## src/rtl/pc_unit.sv

```systemverilog
// Fetch-stage program counter: sequential advance, stall, branch/jump redirect,
// exception entry and eret return, with one buffered redirect across stalls.
module pc_unit #(
  parameter int               WIDTH        = 32,
  parameter logic [WIDTH-1:0] RESET_ADDR   = 32'h0000_3000,
  parameter logic [WIDTH-1:0] HANDLER_ADDR = 32'h0000_4180,
  parameter int               STEP         = 4,
  parameter logic [WIDTH-1:0] IMEM_LO      = 32'h0000_3000,
  parameter logic [WIDTH-1:0] IMEM_HI      = 32'h0000_6FFC
) (
  input  logic             clk,
  input  logic             reset,
  input  logic             stall,
  input  logic             redirect,
  input  logic [WIDTH-1:0] redirect_target,
  input  logic             exc_req,
  input  logic             eret,
  input  logic [WIDTH-1:0] epc,
  output logic [WIDTH-1:0] pc,
  output logic [WIDTH-1:0] pc_seq,
  output logic             exc_adel,
  output logic             pend_valid
);

  localparam logic [WIDTH-1:0] STEP_W     = WIDTH'(STEP);
  localparam logic [WIDTH-1:0] ALIGN_MASK = WIDTH'(STEP - 1);

  typedef enum logic {
    RUN  = 1'b0,
    PEND = 1'b1
  } state_t;

  state_t           state;
  logic [WIDTH-1:0] pend_target;

  // Wraps naturally at 2^WIDTH; the wrap itself raises no error.
  assign pc_seq     = pc + STEP_W;
  assign pend_valid = (state == PEND);

  // Informational only: CP0 decides whether to raise exc_req.
  assign exc_adel = (|(pc & ALIGN_MASK)) | (pc < IMEM_LO) | (pc > IMEM_HI);

  // NOTE: state registers use non-blocking assignments so every branch of the
  // priority chain reads the pre-edge values of pc and state.
  always_ff @(posedge clk or posedge reset) begin
    if (reset) begin
      pc          <= RESET_ADDR;
      state       <= RUN;
      pend_target <= '0;
    end else if (exc_req) begin
      pc    <= HANDLER_ADDR;
      state <= RUN;
    end else if (eret) begin
      pc    <= epc;
      state <= RUN;
    end else if (stall) begin
      // Latest redirect seen during a stall replaces any earlier buffered one.
      if (redirect) begin
        pend_target <= redirect_target;
        state       <= PEND;
      end
    end else if (redirect) begin
      pc    <= redirect_target;
      state <= RUN;
    end else if (state == PEND) begin
      pc    <= pend_target;
      state <= RUN;
    end else begin
      pc <= pc_seq;
    end
  end

endmodule
```

## config.mk

```make
export PLATFORM = sky130hd
export DESIGN_NAME = pc_unit
export DESIGN_NICKNAME = d
export VERILOG_FILES = /design/src/rtl/pc_unit.sv
export SDC_FILE = /design/constraint.sdc
export NUM_CORES = 1
export LEC_CHECK = 0
export ABC_AREA = 0
export ABC_CLOCK_PERIOD_IN_PS = 2700
export BUFFER_PORTS_ARGS = -buffer_cell sky130_fd_sc_hd__buf_2
export CELL_PAD_IN_SITES_DETAIL_PLACEMENT = 0
export CELL_PAD_IN_SITES_GLOBAL_PLACEMENT = 1
export CORE_ASPECT_RATIO = 0.8
export CORE_MARGIN = 2
export CORE_UTILIZATION = 38
export DETAILED_ROUTE_END_ITERATION = 8
export PLACE_DENSITY = 0.92
export SLEW_MARGIN = 40
export SYNTH_ARGS = -nofsm -noshare
export SYNTH_HDL_FRONTEND = slang
export SYNTH_SLANG_ARGS = --single-unit
export TNS_END_PERCENT = 50
```

## constraint.sdc

```tcl
create_clock -name clk -period 2.7 [get_ports clk]
set_input_delay 0.54 -clock clk [delete_from_list [all_inputs] [get_ports clk]]
set_output_delay 0.54 -clock clk [all_outputs]
set_load 0.01 [all_outputs]
```

==> flow_metrics.env <==
export IMPL_status="finished with violations"
export IMPL_violations="negative setup slack"
export IMPL_top_level_ports=136
export IMPL_start_util=0.385
export IMPL_cts_sinks=65
export IMPL_fin_nets=685
export IMPL_syn_num_nets=521
export IMPL_ant_nets=0
export IMPL_first_iter_violations=420
export IMPL_core_mm2=0.0107
export IMPL_reg2reg_depth=8
export IMPL_num_vias=4539
export IMPL_overflow=0
export IMPL_synth_flop_cell="dfrtp_1"
export IMPL_route_detailed_drc=0
export IMPL_grt_max_degree=36
export IMPL_finalSetupTns_ns=-0.0670
export IMPL_crit_top_cell="or4_4"
export IMPL_crit_path_cell_trace="nand3_2, or4_4, or4_4, xnor2_2, buf_2"
export IMPL_max_stage_delay_ns=0.59
export IMPL_grt_pass1_vias=4470
export IMPL_crit_buf_inv=1
export IMPL_period_needed_ns=2.75
export IMPL_antenna_found_initial=0
export IMPL_regArea_mm2=0.00163
export IMPL_clk_pin_slew_ns=0.06
export IMPL_synth_edff_count=0
export IMPL_place_congestion=0.948
export IMPL_wire_per_inst_um=20.3
export IMPL_die_area_mm2=0.0117
export IMPL_cts_path_max_buffers=2
export IMPL_syn_area_mm2=0.00413
export IMPL_hold_path_class="in2async"
export IMPL_max_slew_margin=0.572
export IMPL_fmax_mhz=364
export IMPL_worstMarginPinSlew_ns=0.640
export IMPL_crit_fanout=5
export IMPL_portBuffers=135
export IMPL_routed_wl_mm=15.5
export IMPL_cts_tree="built"
export IMPL_dr_pass1_iters=5
export IMPL_endpoint_kind="output pin"
export IMPL_num_rows=34
export IMPL_syn_area_per_cell_um2=9.18
export IMPL_async_flop_share=1.00
export IMPL_grt_setup_unrepaired="yes"
export IMPL_fin_skew_ns=0.00790
export IMPL_fillers=1009
export IMPL_finalWorstSetupSlack_ns=-0.0484
export IMPL_p_leak_nw=2.60
export IMPL_drv_cap=0
export IMPL_hold_violations=0
export IMPL_slew_violations=0
export IMPL_ys_types=56
export IMPL_required_ns=2.16
export IMPL_cp_slowest_cell="dfstp_2"
export IMPL_drive_gt1_frac=0.443
export IMPL_diodes=0
export IMPL_htree_levels=3
export IMPL_r2r_start="pc[9]"
export IMPL_cts_hold_buf=0
export IMPL_viasPerCell=5.95
export IMPL_hpwl_mm=11.7
export IMPL_cts_root_buf="clkbuf_16"
export IMPL_ys_seq_elements=65
export IMPL_r2r_slack_ns=0.52
export IMPL_worst_r2r_endpoint="pc[25]"
export IMPL_grtUsageTotal=0.268
export IMPL_setup_viol=2
export IMPL_grt_first_pass_wirelength_mm=24.6
export IMPL_dieWidth_um=121
export IMPL_clkLatencyLatePin_ns=0.33
export IMPL_die_height_um=97.2
export IMPL_holdWs_ns=0.0982
export IMPL_critPathKind="reg2out"
export IMPL_multi_input_area_mm2=0.00240
export IMPL_yosysSeqAreaShare=0.395
export IMPL_syn_inst=450
export IMPL_cp_start_kind="flop"
export IMPL_min_period_over_period=1.02
export IMPL_critical_path_top_delay_family="simple AND/OR/NAND/NOR gates"
export IMPL_arrival_ns=2.21
export IMPL_cts_made_buffers=9
export IMPL_power_per_cell_area_mw_per_mm2=543
export IMPL_ys_warn_count=0
export IMPL_ir_drop_mv=0.386
export IMPL_syn_to_final_growth_pct=37.0
[routing by layer]
| layer | track usage | share of wire | vias to the layer above |
|---|---|---|---|
| li1 | - | - | 2028 |
| met1 | 0.388 | 0.44 | 2213 |
| met2 | 0.405 | 0.45 | 275 |
| met3 | 0.0675 | 0.099 | 23 |
| met4 | 0.0581 | 0.014 | 0 |
| met5 | 0 | 0 | - |
[where the power goes]
| group | internal [W] | leakage [nW] | total, W | switching, W |
|---|---|---|---|---|
| logic | 0.000340 | 1.66 | 0.000720 | 0.000380 |
| clock network | 0.000639 | 0.136 | 0.00113 | 0.000488 |
| registers | 0.00112 | 0.802 | 0.00122 | 0.000103 |
[worst reg2reg max path: cells and delay by family, from the launching register on]
family          cells  cell delay, ns
xor+xnor            1            0.22
buf+inv             3            0.52
compound gates      1            0.30
simple gates        3            0.68
flops               1            0.37
[sequential cells by signal, summed over array words and instances (netlist names)]
register / count
pc: 32
pend_target: 32
pend_valid: 1
[Yosys cell counts (all sizes together), types with 4 or more instances]
cell type  count  share of area
nor3          16          0.021
nor4          17          0.027
and4           5          0.011
o22ai          9          0.014
a221o          7          0.017
or2            6         0.0091
a22oi          8          0.015
nand3         15          0.018
xnor2         17          0.036
o221ai         4         0.0085
nand2         28          0.025
o21ai         20          0.024
xor2           7          0.015
dfrtp         63           0.38
nand4         10          0.018
inv           10         0.0091
nor2          34          0.032
o21a           5         0.0091
buf            8          0.011
nand2b         6         0.0091
mux2i          6          0.015
o211a          4         0.0097
a31oi          5         0.0076
and3           4         0.0061
or4            4         0.0082
clkbuf        29          0.026
a21oi         27          0.033
o211ai         5         0.0091
a221oi         9          0.019
mux2          32          0.087
[kinds of logic (layout without fill, tap and decap cells)]
logic type / count (synthesis) / count (layout) / synth area share
AND/OR/NAND/NOR: 153 / 153 / 0.197
AO/OA/AOI/OAI: 122 / 122 / 0.207
adder cells (fa/ha/maj): 1 / 1 / 0.00303
flip-flops: 65 / 65 / 0.395
buffers and inverters: 47 / 216 / 0.0464
multiplexers: 38 / 38 / 0.102
XOR/XNOR: 24 / 24 / 0.0509
[metrics by stage]
| stage | worst slack, ns | instances | util | total power, W | area (um^2) |
|---|---|---|---|---|---|
| 4_1_cts | -0.0180 | 760 | 0.519 | 0.00306 | 5570 |
| 5_1_grt | -0.0871 | 763 | 0.528 | 0.00320 | 5660 |
| 3_5_place_dp | 0.139 | 737 | 0.485 | 0.00193 | 5200 |
| 2_1_floorplan | 0.165 | 450 | - | 0.00161 | 4130 |
| 6_report | -0.0484 | 763 | 0.528 | 0.00307 | 5660 |
| 3_3_place_gp | 0.169 | 737 | 0.485 | 0.00190 | 5200 |
[placed cells by master, fill, tap and decap left out, types with 5 or more instances in the layout]
master and count:
nor2_1 30, o211ai_1 5, a21oi_1 27, a31oi_1 5, nor3_1 13, dfrtp_1 63, o21ai_0 20, mux2i_1 6
xnor2_1 14, a22oi_1 8, o21a_1 5, xor2_1 7, buf_4 53, mux2_2 32, a221oi_1 9, nand4_1 8
nand2_1 26, inv_1 9, a221o_1 7, clkbuf_16 9, nor4_1 14, o22ai_1 9, buf_2 133, nand2b_1 6
nand3_1 12
[what timing repair did]
item,CTS,global route
setup buffers,7,3
pin swaps,6,3
gates cloned,0,0
resized for setup,7,16
setup endpoints to repair,6,14
[worst max-delay path by stage]
stage | from | end | slack (ns) | cells after the start
floorplan | pc[14] | pc_seq[27] | 0.17 | 5
global placement | pc[2] | pc_seq[16] | 0.17 | 6
detailed placement | pc[2] | pc_seq[18] | 0.14 | 6
CTS | pc[13] | pc_seq[18] | -0.02 | 5
global route | pc[9] | pc_seq[25] | -0.09 | 7
finish | pc[13] | pc_seq[27] | -0.05 | 5
[cell type report]
class / instances / area share
inverters: 10 / 0.00663
clock buffers: 9 / 0.0398
repair buffers: 190 / 0.199
clock inverters: 7 / 0.0106
well taps: 144 / 0.0318
flip-flops and latches: 65 / 0.288
multi-input cells: 338 / 0.424
Power figures use the tool's default switching activity.
